**src/rtl/ctrl_sequencer.sv**
```systemverilog
`default_nettype none
// ============================================================================
// Module      : ctrl_sequencer
// Description : Hardwired fetch/execute control unit. Sequences one datapath
//               step per clock and drives every strobe as a Moore output of
//               the registered step. Memory steps stall on mem_ready and
//               fault after MEM_TIMEOUT held cycles.
// Revision    : 1.0 - initial release
// ============================================================================
module ctrl_sequencer #(
  parameter int MEM_TIMEOUT = 15
) (
  input  logic        clock,
  input  logic        clear,
  input  logic [31:0] IR,
  input  logic        mem_ready,
  output logic        PCout,
  output logic        PCin,
  output logic        IncPC,
  output logic        MARin,
  output logic        MDRin,
  output logic        MDRout,
  output logic        Read,
  output logic        Write,
  output logic        IRin,
  output logic        Yin,
  output logic        ZLowIn,
  output logic        ZHighIn,
  output logic        ZLowOut,
  output logic        ZHighOut,
  output logic        LOin,
  output logic        HIin,
  output logic        Gra,
  output logic        Grb,
  output logic        Grc,
  output logic        Rin,
  output logic        Rout,
  output logic        BAout,
  output logic        Cout,
  output logic [4:0]  alu_op,
  output logic        run,
  output logic        fault,
  output logic        illegal
);

  localparam logic [7:0] TIMEOUT_LIM = 8'(MEM_TIMEOUT);
  localparam logic [4:0] OP_ADD      = 5'b00011;

  localparam logic [3:0] S_RST   = 4'd0;
  localparam logic [3:0] S_F0    = 4'd1;
  localparam logic [3:0] S_F1    = 4'd2;
  localparam logic [3:0] S_F2    = 4'd3;
  localparam logic [3:0] S_T3    = 4'd4;
  localparam logic [3:0] S_T4    = 4'd5;
  localparam logic [3:0] S_T5    = 4'd6;
  localparam logic [3:0] S_T6    = 4'd7;
  localparam logic [3:0] S_T7    = 4'd8;
  localparam logic [3:0] S_HALT  = 4'd9;
  localparam logic [3:0] S_FAULT = 4'd10;

  // Instruction classes: every opcode in a class shares one step sequence
  localparam logic [2:0] C_NOP  = 3'd0;
  localparam logic [2:0] C_ALU  = 3'd1;
  localparam logic [2:0] C_IMM  = 3'd2;
  localparam logic [2:0] C_LD   = 3'd3;
  localparam logic [2:0] C_ST   = 3'd4;
  localparam logic [2:0] C_MD   = 3'd5;
  localparam logic [2:0] C_HALT = 3'd6;
  localparam logic [2:0] C_ILL  = 3'd7;

  function automatic logic [2:0] classify(input logic [4:0] op);
    case (op)
      5'b00000:                     return C_LD;
      5'b00010:                     return C_ST;
      5'b00011, 5'b00100, 5'b00101,
      5'b00110, 5'b00111, 5'b01000,
      5'b01001, 5'b01010, 5'b01011,
      5'b10011:                     return C_ALU;
      5'b01100, 5'b01101, 5'b01110: return C_IMM;
      5'b01111, 5'b10000:           return C_MD;
      5'b11010:                     return C_NOP;
      5'b11011:                     return C_HALT;
      default:                      return C_ILL;
    endcase
  endfunction

  logic [3:0] state;
  logic [3:0] next_state;
  logic [4:0] op_q;
  logic [2:0] cls_q;
  logic [7:0] wait_cnt;
  logic [2:0] ir_cls;
  logic       mem_step;
  logic       timeout_hit;
  logic       unused_ir;

  // Only the opcode field is decoded here; operand fields belong to the datapath
  assign unused_ir   = ^IR[26:0];
  assign ir_cls      = classify(IR[31:27]);
  assign mem_step    = (state == S_F1) ||
                       (state == S_T6 && cls_q == C_LD) ||
                       (state == S_T7 && cls_q == C_ST);
  assign timeout_hit = mem_step && !mem_ready && (wait_cnt + 8'd1 == TIMEOUT_LIM);

  // State register; clear overrides every other condition
  always_ff @(posedge clock) begin
    if (clear) state <= S_RST;
    else       state <= next_state;
  end

  // Latch the opcode as the instruction leaves F2 so execute steps stay Moore
  always_ff @(posedge clock) begin
    if (clear) begin
      op_q  <= 5'd0;
      cls_q <= C_NOP;
    end else if (state == S_F2) begin
      op_q  <= IR[31:27];
      cls_q <= ir_cls;
    end
  end

  // Wait counter counts held memory cycles and restarts on any other cycle
  always_ff @(posedge clock) begin
    if (clear)                       wait_cnt <= 8'd0;
    else if (mem_step && !mem_ready) wait_cnt <= wait_cnt + 8'd1;
    else                             wait_cnt <= 8'd0;
  end

  // Next-state: step progression, with memory steps held or faulted on no ready
  always_comb begin
    next_state = state;
    case (state)
      S_RST: next_state = S_F0;
      S_F0:  next_state = S_F1;
      S_F1:  next_state = S_F2;
      S_F2: begin
        case (ir_cls)
          C_HALT:       next_state = S_HALT;
          C_NOP, C_ILL: next_state = S_F0;
          default:      next_state = S_T3;
        endcase
      end
      S_T3: next_state = S_T4;
      S_T4: next_state = S_T5;
      S_T5: next_state = (cls_q == C_LD || cls_q == C_ST || cls_q == C_MD) ? S_T6 : S_F0;
      S_T6: next_state = (cls_q == C_LD || cls_q == C_ST) ? S_T7 : S_F0;
      S_T7: next_state = S_F0;
      S_HALT:  next_state = S_HALT;
      S_FAULT: next_state = S_FAULT;
      default: next_state = S_RST;
    endcase
    if (mem_step && !mem_ready) next_state = timeout_hit ? S_FAULT : state;
  end

  // Output decode from the registered step and latched instruction class
  always_comb begin
    PCout = 1'b0; PCin = 1'b0; IncPC = 1'b0; MARin = 1'b0;
    MDRin = 1'b0; MDRout = 1'b0; Read = 1'b0; Write = 1'b0;
    IRin = 1'b0; Yin = 1'b0; ZLowIn = 1'b0; ZHighIn = 1'b0;
    ZLowOut = 1'b0; ZHighOut = 1'b0; LOin = 1'b0; HIin = 1'b0;
    Gra = 1'b0; Grb = 1'b0; Grc = 1'b0; Rin = 1'b0; Rout = 1'b0;
    BAout = 1'b0; Cout = 1'b0; alu_op = 5'd0;
    run = !(state == S_HALT || state == S_FAULT);
    fault = (state == S_FAULT);
    illegal = (state == S_F2) && (ir_cls == C_ILL);
    case (state)
      S_F0: begin PCout = 1'b1; MARin = 1'b1; IncPC = 1'b1; ZLowIn = 1'b1; end
      S_F1: begin ZLowOut = 1'b1; PCin = 1'b1; Read = 1'b1; MDRin = 1'b1; end
      S_F2: begin MDRout = 1'b1; IRin = 1'b1; end
      S_T3: begin
        Yin = 1'b1;
        case (cls_q)
          C_LD, C_ST: begin Grb = 1'b1; BAout = 1'b1; end
          C_MD:       begin Gra = 1'b1; Rout = 1'b1; end
          default:    begin Grb = 1'b1; Rout = 1'b1; end
        endcase
      end
      S_T4: begin
        ZLowIn = 1'b1;
        alu_op = op_q;
        case (cls_q)
          C_ALU:      begin Grc = 1'b1; Rout = 1'b1; end
          C_IMM:      Cout = 1'b1;
          C_LD, C_ST: begin Cout = 1'b1; alu_op = OP_ADD; end
          default:    begin Grb = 1'b1; Rout = 1'b1; ZHighIn = 1'b1; end
        endcase
      end
      S_T5: begin
        ZLowOut = 1'b1;
        case (cls_q)
          C_LD, C_ST: MARin = 1'b1;
          C_MD:       LOin = 1'b1;
          default:    begin Gra = 1'b1; Rin = 1'b1; end
        endcase
      end
      S_T6: begin
        case (cls_q)
          C_LD:    begin Read = 1'b1; MDRin = 1'b1; end
          C_ST:    begin Gra = 1'b1; Rout = 1'b1; MDRin = 1'b1; end
          default: begin ZHighOut = 1'b1; HIin = 1'b1; end
        endcase
      end
      S_T7: begin
        if (cls_q == C_ST) Write = 1'b1;
        else begin MDRout = 1'b1; Gra = 1'b1; Rin = 1'b1; end
      end
      default: ;
    endcase
  end

endmodule
`default_nettype wire

```
**config.mk**
```make
export PLATFORM = sky130hd
export DESIGN_NAME = ctrl_sequencer
export DESIGN_NICKNAME = d
export VERILOG_FILES = /design/src/rtl/ctrl_sequencer.sv
export SDC_FILE = /design/constraint.sdc
export NUM_CORES = 1
export LEC_CHECK = 0
export ABC_AREA = 0
export BUFFER_PORTS_ARGS = -buffer_cell sky130_fd_sc_hd__buf_2
export CORE_ASPECT_RATIO = 1.75
export CORE_UTILIZATION = 53
export CTS_BUF_LIST = sky130_fd_sc_hd__clkbuf_8
export CTS_CLUSTER_SIZE = 40
export DETAILED_ROUTE_END_ITERATION = 7
export PLACE_DENSITY_LB_ADDON = 0.12
export SLEW_MARGIN = 10
export SYNTH_ARGS = -nofsm -noshare
export SYNTH_HDL_FRONTEND = slang
export SYNTH_SLANG_ARGS = --single-unit
```
**constraint.sdc**
```tcl
create_clock -name clock -period 3 [get_ports clock]
set_input_delay 0.3 -clock clock [delete_from_list [all_inputs] [get_ports clock]]
set_output_delay 0.3 -clock clock [all_outputs]
set_load 0.02 [all_outputs]
```
==> impl_metrics.ini <==
[die]
die-height_um = 72.7
die_w_um = 42.4
start_util = 0.557
fp.coreArea_um2 = 2720
placementRows = 25
pin_count = 66
dieArea_um2 = 3090

[critical_path]
critical_path_class = flip-flop to output port
arrival_ns = 2.13
crit_path_max_incr_delay_ns = 0.62
crit_chain = and2b_1 -> nand2_1 -> or2_1 -> or2_1 -> nor2_1 -> buf_2
cp_slowest_cell = dfxtp_1
cp.required_ns = 2.70
path_common_cell = or2_1
crit_buf_inv = 1
cp-start-kind = flip-flop
crit_fanout = 13
cp_top_family = simple AND/OR/NAND/NOR gates
cp-end-kind = output port

[grt]
grt_max_degree = 19
antenna_found_initial = 0
grt_pass1_vias = 1435
grt_overflow = 0
track_usage = 0.254
grt_pass1_wl_um = 6180

[sta]
timing.final.crit_share = 0.810
fmax_ghz = 0.411
slew_headroom = 0.516
rsz0062_at_grt = no
skew_ns = 0.00236
setup-tns-final_ns = 0
fin_crit_ns = 2.43
fin_ws_ns = 0.569
drv_slew = 0
hold_viol = 0
setup_viol_count_final = 0
tightest_slew_ns = 0.725

[cells_and_area]
nets = 268
final_layout_size_suffix_gt1_frac = 0.224
antennaDiodeCount = 0
areaGrowthSynthToFinish_pct = 11.1

[yosys]
synthArstFlopShare = 0
netlist_instances = 202
netlist_top_cells_area = dfxtp_1 26%, nor2_1 6.9%, nand2_1 6.4%, a21oi_1 5.6%, and3_1 3.3%
ys_top_cells_by_count = 28 x nor2_1, 26 x nand2_1, 20 x dfxtp_1
yosysTopAreaCell = dfxtp_1
netlist_area_um2 = 1520
synth_edf_count = 0
syn_avg_cell_area_um2 = 7.50
syn-num-nets = 241
ys_seq_area_frac = 0.264
ys_warn_count = 0
ys_seq_elements = 20
ys.flop_type = dfxtp_1
synth_cell_types = 46
yosysMostFrequentCell = nor2_1
synth_top_area_share = 0.264

[placement]
io_buffers = 38
post-place-ws_ns = 0.864
dp_hpwl_um = 2930
gp_congestion = 0.894

[detailed_routing]
route.vias.total = 1505
wirelength_um = 3690
initialDrtViolationCount = 45
ant_nets = 0
wl_per_cell_um = 14.5
drc_errors = 0
dr.pass1.iters = 4
viasPerCell = 5.90

[power]
cellPowerDensity_nw_per_um2 = 439
ir_worst_vdd_mv = 0.318
p_total_uw = 739
power.leakage_uw = 0.000773

[clock_tree]
cts_setup_buffers = 0
cts.path.max_buffers = 2
numCtsBuffers = 3
cts_tree = built
root_buffer = clkbuf_8
clock-sinks = 20
clock_latency_ns = 0.26
htreeDepth = 1
clk_pin_slew_worst_paths_ns = 0.07
cts_hold_buf = 0
cts_resized = 0

[min_path]
hold_path.class = input pin to flip-flop

[job]
maxCapViolations = 0

[run_status]
outcome = finished clean
## tightest hold or removal path, delay by kind of cell
| family | cells | cell delay, ns |
|---|---|---|
| buffers and inverters | 1 | 0.12 |
| and+or+nand+nor | 1 | 0.06 |
| AOI/OAI and AO/OA | 1 | 0.06 |
## power breakdown
group	switching (µW)	internal (µW)	leakage [µW]
Combinational	132	80.0	0.000582
Sequential	43.2	279	0.000162
Clock	87.2	117	0.0000288
Total	262	476	0.000773
## metal layers
| layer | share of wire | wire length, µm | up-vias | track usage |
|---|---|---|---|---|
| li1 | - | - | 758 | - |
| met1 | 0.38 | 1390 | 680 | 0.281 |
| met2 | 0.56 | 2060 | 58 | 0.465 |
| met3 | 0.034 | 127 | 9 | 0.00990 |
| met4 | 0.028 | 104 | 0 | 0.156 |
| met5 | 0 | 0 | - | 0 |
## state kept, by name (all words and copies together), names as in the netlist
register / flops
cls_q: 3
op_q: 5
state: 4
wait_cnt: 8
## path summary, 6_finish.rpt
kind | start | end | slack (ns) | cells past startpoint
worst min-delay path | IR[27] | op_q[0] | 0.32 | 3
worst max register to register | state[0] | state[2] | 0.97 | 4
worst min register to register | op_q[2] | op_q[2] | 0.46 | 2
worst max-delay path | state[1] | illegal | 0.57 | 6
## metrics by stage
stage | cell area, µm² | hold slack [ns] | utilization | std cells
after floorplan | 1520 | 0.432 | - | 202
after global placement | 1630 | 0.442 | 0.598 | 251
after detailed placement | 1630 | 0.446 | 0.598 | 251
after CTS | 1680 | 0.322 | 0.618 | 255
after global routing | 1680 | 0.339 | 0.618 | 255
final | 1680 | 0.321 | 0.618 | 255
## cell usage in the layout (no fill, tap or decap), types with 3 or more instances in the layout
cell type | Yosys | layout
buf_2 | 5 | 38
nor2_1 | 28 | 28
nand2_1 | 26 | 26
dfxtp_1 | 20 | 20
a21oi_1 | 17 | 17
o21ai_0 | 10 | 10
inv_1 | 9 | 9
and3_1 | 8 | 8
o22ai_1 | 5 | 5
xor2_1 | 4 | 4
xnor2_1 | 4 | 4
mux2i_1 | 4 | 4
ha_1 | 4 | 4
clkbuf_8 | 0 | 4
nand3b_1 | 3 | 3
nand3_1 | 3 | 3
and2_1 | 3 | 3
a21o_1 | 3 | 3
nor3_1 | 3 | 3
## cells by family after synthesis
logic type	after synthesis	synth area share
XOR/XNOR	8	0.0462
AND/OR/NAND/NOR	89	0.310
flip-flops	20	0.264
AO/OA/AOI/OAI	51	0.221
adder cells (fa/ha/maj)	4	0.0330
multiplexers	4	0.0264
buffers and inverters	26	0.0983
## cell type report
type                    count  area [µm²]
inverters                  10        37.5
multi-input cells         156         966
clock buffers               4        55.1
fillers                   258        1040
flip-flops and latches     20         400
repair buffers             38         190
well taps                  27        33.8
No activity file was read; power rests on OpenSTA's default activity.
